===== config.mk =====
export PLATFORM = sky130hd
export DESIGN_NAME = mem_access_stage
export DESIGN_NICKNAME = d
export VERILOG_FILES = /design/src/rtl/mem_access_stage.sv
export SDC_FILE = /design/constraint.sdc
export NUM_CORES = 1
export LEC_CHECK = 0
export ABC_AREA = 1
export CORE_MARGIN = 4
export CORE_UTILIZATION = 35
export CTS_CLUSTER_SIZE = 12
export DETAILED_ROUTE_END_ITERATION = 7
export GPL_TIMING_DRIVEN = 0
export SYNTH_ARGS = -nofsm -noshare
export SYNTH_HDL_FRONTEND = slang
export SYNTH_SLANG_ARGS = --single-unit
export TNS_END_PERCENT = 20

===== constraint.sdc =====
create_clock -name clk -period 5.7 [get_ports clk]
set_clock_uncertainty 0.05 [all_clocks]
set_input_delay 0.855 -clock clk [delete_from_list [all_inputs] [get_ports clk]]
set_output_delay 0.855 -clock clk [all_outputs]
set_load 0.01 [all_outputs]

===== src/rtl/mem_access_stage.sv =====
// mem_access_stage: pipeline MEM stage driving one word load/store on a
// variable-latency req/ready data memory, with misalign and timeout squash.
module mem_access_stage #(
    parameter int TIMEOUT = 16,
    parameter int CNT_W   = 5
) (
    input  logic        clk,
    input  logic        rst,
    input  logic        valid_in,
    input  logic        memRead_in,
    input  logic        memWrite_in,
    input  logic [1:0]  memtoReg_in,
    input  logic        regWrite_in,
    input  logic [31:0] ALUResult_in,
    input  logic [31:0] writeData_in,
    input  logic [4:0]  writeReg_in,
    input  logic [31:0] PC_in,
    output logic        stall,
    output logic        mem_req,
    output logic        mem_we,
    output logic [31:0] mem_addr,
    output logic [31:0] mem_wdata,
    input  logic [31:0] mem_rdata,
    input  logic        mem_ready,
    output logic        valid_out,
    output logic [1:0]  memtoReg_out,
    output logic        regWrite_out,
    output logic [31:0] ALUResult_out,
    output logic [31:0] readData_out,
    output logic [4:0]  writeReg_out,
    output logic [31:0] PC_out,
    output logic        err_misalign,
    output logic        err_timeout
);
    typedef enum logic {IDLE, ACCESS} state_t;
    localparam logic [CNT_W-1:0] LAST = CNT_W'(TIMEOUT - 1);
    state_t state, state_nx;
    logic [CNT_W-1:0] cnt;
    logic mem_op, aligned, accept, direct, misal, done, tmo;
    // Instruction held across the access so *_out stay stable until completion
    logic [1:0]  p_memtoReg;
    logic        p_regWrite, p_store;
    logic [31:0] p_alu, p_pc;
    logic [4:0]  p_writeReg;

    always_comb begin
        mem_op   = valid_in & (memRead_in | memWrite_in);
        aligned  = ALUResult_in[1:0] == 2'b00;
        accept   = (state == IDLE) & mem_op & aligned;
        direct   = (state == IDLE) & valid_in & ~(mem_op & aligned);
        misal    = (state == IDLE) & mem_op & ~aligned;
        done     = (state == ACCESS) & mem_ready;
        tmo      = (state == ACCESS) & ~mem_ready & (cnt == LAST);
        stall    = (state == IDLE) ? accept : ~mem_ready & (cnt != LAST);
        state_nx = accept ? ACCESS : (done | tmo) ? IDLE : state;
    end

    always_ff @(posedge clk) begin
        if (rst) state <= IDLE;
        else     state <= state_nx;
    end

    always_ff @(posedge clk) begin
        if (rst) begin
            cnt           <= '0;
            mem_req       <= 1'b0;
            mem_we        <= 1'b0;
            mem_addr      <= '0;
            mem_wdata     <= '0;
            valid_out     <= 1'b0;
            memtoReg_out  <= '0;
            regWrite_out  <= 1'b0;
            ALUResult_out <= '0;
            readData_out  <= '0;
            writeReg_out  <= '0;
            PC_out        <= '0;
            err_misalign  <= 1'b0;
            err_timeout   <= 1'b0;
            p_memtoReg    <= '0;
            p_regWrite    <= 1'b0;
            p_store       <= 1'b0;
            p_alu         <= '0;
            p_pc          <= '0;
            p_writeReg    <= '0;
        end else begin
            valid_out    <= direct | done | tmo;
            err_misalign <= misal;
            err_timeout  <= tmo;
            // Bubbles must never write the register file downstream
            regWrite_out <= direct ? regWrite_in & ~misal : done & p_regWrite;
            if (accept) begin
                mem_req    <= 1'b1;
                mem_we     <= memWrite_in;
                mem_addr   <= ALUResult_in;
                mem_wdata  <= writeData_in;
                cnt        <= '0;
                p_memtoReg <= memtoReg_in;
                p_regWrite <= regWrite_in;
                p_store    <= memWrite_in;
                p_alu      <= ALUResult_in;
                p_pc       <= PC_in;
                p_writeReg <= writeReg_in;
            end
            if (state == ACCESS && !mem_ready) cnt <= cnt + 1'b1;
            if (direct) begin
                memtoReg_out  <= memtoReg_in;
                ALUResult_out <= ALUResult_in;
                writeReg_out  <= writeReg_in;
                PC_out        <= PC_in;
                readData_out  <= '0;
            end
            if (done | tmo) begin
                mem_req       <= 1'b0;
                memtoReg_out  <= p_memtoReg;
                ALUResult_out <= p_alu;
                writeReg_out  <= p_writeReg;
                PC_out        <= p_pc;
                readData_out  <= (done & ~p_store) ? mem_rdata : '0;
            end
        end
    end
endmodule

Yosys cells after proc, flatten, opt, wreduce, memory -nomap -nowiden
Index checks and enable logic that the tools add are counted.
Storage, ports and cells
  input port bits: 142
  output and inout bits: 174
  word-level logic and storage cells: 70
  flip-flop bits (word level): 219
Operators by class
  $add $sub $neg: 1
  bitwise gates (word level): 24
  mux-type cells: 17
  equality and inequality tests: 2
  reductions and logical operators: 7
Operators with widths (number)
  2-to-1 mux 32 bit: 7
  2-to-1 mux 5 bit: 4
  bitwise AND 1 bit: 14
  NOT 1 bit: 6
  nonzero test 2 bit: 3
  adder 5 x 1 -> 5 bit, second input constant: 1
  == test 5 x 4 -> 1 bit, second input constant: 1
  != test 5 x 4 -> 1 bit, second input constant: 1
  2-to-1 mux 1 bit: 4
  2-to-1 mux 2 bit: 2
  OR 1 bit: 4
  logical NOT 2 bit: 1
  OR reduction 2 bit: 1
  logical AND 1 bit: 1
  logical NOT 1 bit: 1

Depth between registers and ports, before layout
Gate-level depths: netlist (run 1).
  depth after elaboration: 7
  depth in mapped cells: 11
  mapped depth without buffers: 9

Worst setup path after synthesis (run 1)
OpenSTA, ideal clock, no wires.
  path kind: in2out
  start: input ALUResult_in[0]
  end: output stall
  arrival: 1.504 ns
  buffers on the path: 1
  cell stages on the path: 4
  path slack: 3.291 ns
  data required time: 4.795 ns
  cell sequence: nor2_2 nand3_1 buf_2 o21ai_1
On the way
  word-level cells in the longest chain between the ends: 3
RTL lines
  start: declaration: RTL line 14  | input logic [31:0] ALUResult_in,
  logical NOT 2 bit: RTL line 48  | aligned = ALUResult_in[1:0] == 2'b00;
  bitwise AND 1 bit: RTL line 49  | accept = (state == IDLE) & mem_op & aligned;
  2-to-1 mux 1 bit: RTL line 54  | stall = (state == IDLE) ? accept : ~mem_ready & (cnt != LAST);
  end: declaration: RTL line 18  | output logic stall,
Every way passes these cells.

Final worst setup path (run 1)
Ends and elaborated chain as after synthesis.

==> results of run 1 <==
state kept, by name (all words and copies together) (netlist names):
| register | flops |
|---|---|
| valid_out | 1 |
| memtoReg_out | 2 |
| err_misalign | 1 |
| state | 1 |
| p_store | 1 |
| readData_out | 32 |
| cnt | 5 |
| p_pc | 32 |
| mem_wdata | 32 |
| PC_out | 32 |
| writeReg_out | 5 |
| regWrite_out | 1 |
| p_regWrite | 1 |
| err_timeout | 1 |
| p_alu | 32 |
| ALUResult_out | 32 |
| p_writeReg | 5 |
| p_memtoReg | 2 |
| mem_req | 1 |
stage by stage:
stage	instance area (µm²)	util	hold slack, ns
2_1_floorplan	9320	-	0.390
3_3_place_gp	12900	0.493	0.390
3_5_place_dp	12900	0.493	0.399
4_1_cts	13800	0.526	0.408
5_1_grt	13800	0.526	0.431
6_report	13800	0.526	0.406
cells by family after synthesis:
logic type / after synthesis
AOI/OAI and AO/OA: 146
adders and majority gates: 2
buffers and inverters: 196
DFF: 219
and+or+nand+nor: 777
critical path, stage by stage:
cell and delay [ns]:
clkdlybuf4s50_1 0.46, nor2_2 0.54, nand3_1 0.25, buf_2 0.26, o21ai_1 0.13, clkdlybuf4s50_1 0.60
final cells by class:
type                    instances  area, µm²
repair buffers                314       3140
clock buffers                  46        867
flip-flops and latches        219       4380
multi-input cells             925       4120
well taps                     335        419
inverters                      82        308
plain buffers                 114        512
clock inverters                 1       5.00
diodes                          1       2.50
fillers                      2676      12400
metal layers:
layer  track usage  vias up
met2         0.370      347
met4        0.0627        0
met5             0        -
met1         0.283     4588
li1              -     5056
met3        0.0660       62
cell usage after synthesis:
library cell / instances / area share
or2_0: 1 / 0.00067
buf_4: 3 / 0.0024
nor2_2: 2 / 0.0013
nand3b_1: 1 / 0.00081
nor3_1: 1 / 0.00054
nor2_4: 1 / 0.0012
a21oi_1: 115 / 0.062
inv_1: 80 / 0.032
or2_2: 1 / 0.00067
a21boi_1: 1 / 0.00081
o21ai_0: 21 / 0.011
nand4_1: 107 / 0.072
dfxtp_1: 219 / 0.47
o21a_1: 1 / 0.00081
nor2_1: 144 / 0.058
ha_1: 2 / 0.0027
buf_1: 2 / 0.00081
nand2_1: 405 / 0.16
buf_2: 58 / 0.031
nand3_1: 113 / 0.061
nand2_2: 1 / 0.00067
o21ai_2: 1 / 0.00094
inv_2: 2 / 0.00081
o21ai_1: 7 / 0.0038
clkbuf_1: 51 / 0.021
final timing paths:
path         slack, ns  cells past startpoint             from    endpoint
min               0.41                      2          mem_req     mem_req
max               1.69                      6  ALUResult_in[0]       stall
min reg2reg       0.41                      2          mem_req     mem_req
max reg2reg       3.13                     10           cnt[0]  PC_out[20]
power groups by stage:
stage               logic [mW]  registers (mW)  clock network, mW
finish                   0.582            1.64               1.66
detailed placement       0.584            1.68                  0
global route             0.640            1.65               1.77
CTS                      0.587            1.64               1.71
global placement         0.582            1.67                  0
floorplan                0.233            1.70                  0
==> impl_metrics.csv, run 1 <==
group,metric,value,unit
outcome,outcome,"complete, no violations",
floorplan,die_area,29300,µm²
sta,final_min_period_over_clock_period,0.704,
yosys,synth.cell_area,9320,µm²
clocking,path_clk_slew,0.06,ns
clocking,post_cts_hold_fix_bufs,0,
clocking,clk_path_buf_depth,3,
floorplan,area_of_the_core,26100,µm²
clocking,cts-root-buf,"clkbuf_16",
route,wl_per_cell,17.0,µm
floorplan,die_width,171,µm
floorplan,die_height,171,µm
power,cellInternalPower,2.90,mW
final_layout,area_growth_syn_to_layout,47.6,%
sta,setup_total_negative_slack,0,ns
clocking,number_of_cts_inserted_buffers,26,
yosys,synth_top_family_by_area,"simple AND/OR/NAND/NOR gates",
route,first_iter_violations,741,
sta,worst_slew_pin_slew,0.639,ns
floorplan,boundaryPins,316,
placement,globalplace.congestion,0.798,
yosys,postSynthRegisterBits,219,
clocking,ctsHtreeMaxLevel,1,
yosys,synth_area_per_cell,6.95,µm²
sta,timing_max_transition_violations_final,0,
route,routed.top_layer,"met4",
floorplan,rows,59,
route,met2_wirelength,16000,µm
power,power.total,3.89,mW
sta,rsz0062_at_grt,"no",
route,m1WireLength,14500,µm
global_route,final_global_route_overflow_total,0,
power,worst_ir_drop_vdd,0.167,mV
power,p_leak,5.69,nW
power,sw_frac_of_total,0.254,
clocking,worst_skew_pair.late_latency,0.52,ns
yosys,ys_seq_area_frac,0.470,
worst_setup_path,cp_max_fanout,10,
route,drt.antenna.violating_nets,0,
final_layout,mostFrequentLayoutCell,"nand2_1",
power,power.share.sequential,0.423,
route,detailedRoute.firstPassIterationCount,5,
worst_setup_path,cp_arrival,3.11,ns
route,post_detailed_routing_wire_length,34500,µm
final_layout,final_net_count,1826,
sta,max_clock_freq,249,MHz
final_layout,final_layout_size_suffix_gt1_frac,0.0641,
sta,finalCriticalPeriod,4.01,ns
clocking,cts_sinks,219,
run,maxCapViolations,0,
sta,finalSetupViolations,0,
worst_hold_path,timing.hold.worst.class,"reg -> reg",
route,route.met3.wl,3050,µm
yosys,synthAdderAreaFrac,0.00269,
placement,dp.final_hpwl,25800,µm
global_route,grt_usage,0.223,
route,routed_via_density,4.94,
worst_setup_path,worst_setup_path_end_kind,"output port",
yosys,synth_simple_gate_area_frac,0.360,
worst_setup_path,crit_path_required_time,4.80,ns
yosys,synth.mux.area_fraction,0,
sta,layout_setup_ws,1.69,ns
yosys,post_synthesis_cell_count,1340,
power,power.share.combinational,0.150,
global_route,antenna_found_initial,1,
placement,dp.cells,1989,
clocking,tritoncts,"yes",
sta,report.final.hold_viol_count,0,
route,via_count,10100,
yosys,synthXorXnorAreaFrac,0,
global_route,grt_start_max_net_pins,13,
yosys,yosysWarnings,0,
yosys,yosysUniqueCellTypes,25,
power,powerDensity,283,nW/µm²
final_layout,final_cell_mix,"405 x nand2_1, 314 x clkdlybuf4s50_1, 219 x dfxtp_1",
clocking,post-cts-setup-buffers,0,
placement,numPortBuffers,314,
placement,dp_worst_setup_slack,1.66,ns
sta,timing.slew.headroom,0.574,
worst_setup_path,setup.worst_path.start_class,"input pin",
floorplan,initial_utilization,0.357,
yosys,synth_compound_gate_area_share,0.0794,
yosys,postSynthNetCount,1484,
clocking,resized_cells_post_cts,0,
global_route,grt_first_pass_wirelength,52100,µm
route,drc_errors,0,
power,net_switching_power_figure,0.986,mW
worst_setup_path,setup.worst_path.class,"in -> out",
power,power_frac_clock,0.427,
global_route,via_count_of_the_first_global_routing_pass,9400,
final_layout,post_layout_nonfiller_instances,2037,
Power figures use the tool's default switching activity.
==> run 2, diff against run 1 <==
--- a/config.mk
+++ b/config.mk
@@ -11,6 +11,7 @@
 export CTS_CLUSTER_SIZE = 12
 export DETAILED_ROUTE_END_ITERATION = 7
 export GPL_TIMING_DRIVEN = 0
+export PLACE_DENSITY = 0.67
 export SYNTH_ARGS = -nofsm -noshare
 export SYNTH_HDL_FRONTEND = slang
 export SYNTH_SLANG_ARGS = --single-unit
==> constraint.sdc (replaced) <==
create_clock -name clk -period 3.65 [get_ports clk]
set_clock_uncertainty 0.05 [all_clocks]
set_input_delay 0.5475 -clock clk [delete_from_list [all_inputs] [get_ports clk]]
set_output_delay 0.5475 -clock clk [all_outputs]
set_load 0.01 [all_outputs]
==> run 2 against run 1 <==
  * Cell count decreased by 0.34%
  * Sequential cell count stayed put
  * Largest power group is now registers
  * Clock power up 51%
  * Die area unchanged
  * Total power up 54%
  * First-iteration DRC count is 11% higher
  * Register-to-register slack worse by 2.1 ns
  * Via count increased by 0.15%
  * Routed wire length fell by 1.1%
  * Combinational power is 56% higher
  * Critical path type unchanged
==> impl_metrics.csv, run 2 (synthesis gave the netlist of run 1 again) <==
group,metric,value,unit
route,post_detailed_routing_wire_length,34200,µm
worst_setup_path,crit_path_required_time,3.05,ns
sta,final.hold.worst_slack,0.403,ns
clocking,cts_sinks,219,
clocking,resized_cells_post_cts,0,
final_layout,area_growth_syn_to_layout,46.8,%
placement,dp.cells,1989,
global_route,final_global_route_overflow_total,0,
power,worst_ir_drop_vdd,0.312,mV
route,detailedRoute.firstPassIterationCount,6,
floorplan,die_height,171,µm
clocking,post_cts_hold_fix_bufs,0,
worst_setup_path,rr_startpoint,"cnt[0]",
worst_hold_path,timing.hold.worst.class,"reg -> reg",
global_route,grt_usage,0.217,
run,maxCapViolations,0,
route,first_iter_violations,825,
clocking,post-cts-setup-buffers,0,
final_layout,fill_cells,2589,
worst_setup_path,start_point_of_the_critical_path,"ALUResult_in[0]",
global_route,grt_start_max_net_pins,13,
sta,timing.slew.headroom,0.573,
sta,rsz0062_at_grt,"no",
power,power.share.combinational,0.152,
route,routed_via_density,4.96,
sta,setup_total_negative_slack,0,ns
worst_setup_path,cp_max_fanout,10,
worst_setup_path,worst_setup_path_end_kind,"output port",
floorplan,die_width,171,µm
placement,numPortBuffers,314,
power,cellInternalPower,4.45,mW
sta,report.final.hold_viol_count,0,
sta,finalSetupViolations,0,
floorplan,boundaryPins,316,
route,via_count,10100,
clocking,worst_skew_pair.late_latency,0.51,ns
clocking,ctsHtreeMaxLevel,1,
clocking,path_clk_slew,0.06,ns
sta,final_min_period_over_clock_period,0.954,
final_layout,final_net_count,1825,
clocking,cts-root-buf,"clkbuf_16",
power,power_frac_clock,0.419,
final_layout,design_area,13700,µm²
final_layout,mostFrequentLayoutCell,"nand2_1",
final_layout,final_layout_size_suffix_gt1_frac,0.0619,
worst_setup_path,setup.worst_path.class,"in -> out",
floorplan,die_area,29300,µm²
sta,finalCriticalPeriod,3.48,ns
power,sw_frac_of_total,0.255,
placement,globalplace.congestion,0.830,
final_layout,post_layout_nonfiller_instances,2030,
worst_setup_path,setup.worst_path.start_class,"input pin",
worst_setup_path,cp_arrival,2.88,ns
worst_hold_path,timing.hold.worst.start,"mem_req",
sta,max_clock_freq,287,MHz
sta,worst_slew_pin_slew,0.640,ns
final_layout,final_cell_mix,"405 x nand2_1, 314 x clkdlybuf4s50_1, 219 x dfxtp_1",
route,wl_per_cell,16.8,µm
global_route,via_count_of_the_first_global_routing_pass,9096,
floorplan,initial_utilization,0.357,
floorplan,area_of_the_core,26100,µm²
placement,dp.final_hpwl,25400,µm
outcome,outcome,"complete, no violations",
clocking,tritoncts,"yes",
power,net_switching_power_figure,1.53,mW
power,power.share.sequential,0.430,
route,drt.antenna.violating_nets,0,
global_route,antenna_found_initial,1,
placement,dpl-instance-area,12900,µm²
floorplan,rows,59,
route,drc_errors,0,
power,powerDensity,437,nW/µm²
sta,timing_max_transition_violations_final,0,
final_layout,antenna_cells_inserted,0,
clocking,number_of_cts_inserted_buffers,25,
clocking,clk_path_buf_depth,3,
global_route,grt_first_pass_wirelength,50800,µm
power,p_leak,5.65,nW
-- run 2: changes by cell type in the layout (fill, tap and decap cells not counted), sizes merged --
cell and delta:
clkbuf -10, clkinv +2, bufinv +2, diode -1
-- run 2: worst max-delay path, stage by stage --
cell and delay, ns:
clkdlybuf4s50_1 0.49, nor2_2 0.56, nand3_1 0.28, buf_2 0.27, o21ai_1 0.13, clkdlybuf4s50_1 0.59
-- run 2: power by group through the flow --
stage	clock network [mW]	logic (mW)	registers, mW
after floorplan	0	0.364	2.65
after global placement	0	0.900	2.61
after detailed placement	0	0.906	2.62
after CTS	2.55	0.911	2.57
after global routing	2.66	0.992	2.58
final	2.50	0.906	2.57
-- run 2: final timing paths --
| kind | slack, ns | end | depth (start not counted) |
|---|---|---|---|
| max | 0.17 | stall | 6 |
| min | 0.40 | mem_req | 2 |
| max reg2reg | 1.07 | PC_out[19] | 10 |
| min reg2reg | 0.40 | mem_req | 2 |
-- run 2: area by class of cell --
cell class                      instances  area [µm²]  share of cell area
Timing Repair Buffer                  314        3140               0.230
Buffer                                114         512              0.0374
Sequential cell                       219        4380               0.320
Clock inverter                          5        75.1             0.00549
Tap cell                              335         419              0.0306
Multi-Input combinational cell        925        4120               0.301
Inverter                               82         308              0.0225
Clock buffer                           36         727              0.0531
-- run 2: stage by stage --
stage / total power [mW] / worst slack (ns) / utilization
floorplan: 3.02 / 1.80 / -
global placement: 3.51 / 0.212 / 0.493
detailed placement: 3.52 / 0.160 / 0.493
CTS: 6.02 / 0.155 / 0.524
global route: 6.22 / 0.0503 / 0.524
finish: 5.97 / 0.169 / 0.524
-- run 2: per-layer routing --
| layer | global-route usage | vias up | wire length, µm |
|---|---|---|---|
| li1 | - | 5029 | - |
| met1 | 0.278 | 4628 | 14100 |
| met2 | 0.366 | 372 | 16300 |
| met3 | 0.0625 | 37 | 2990 |
| met4 | 0.0503 | 2 | 751 |
| met5 | 0 | - | 20 |
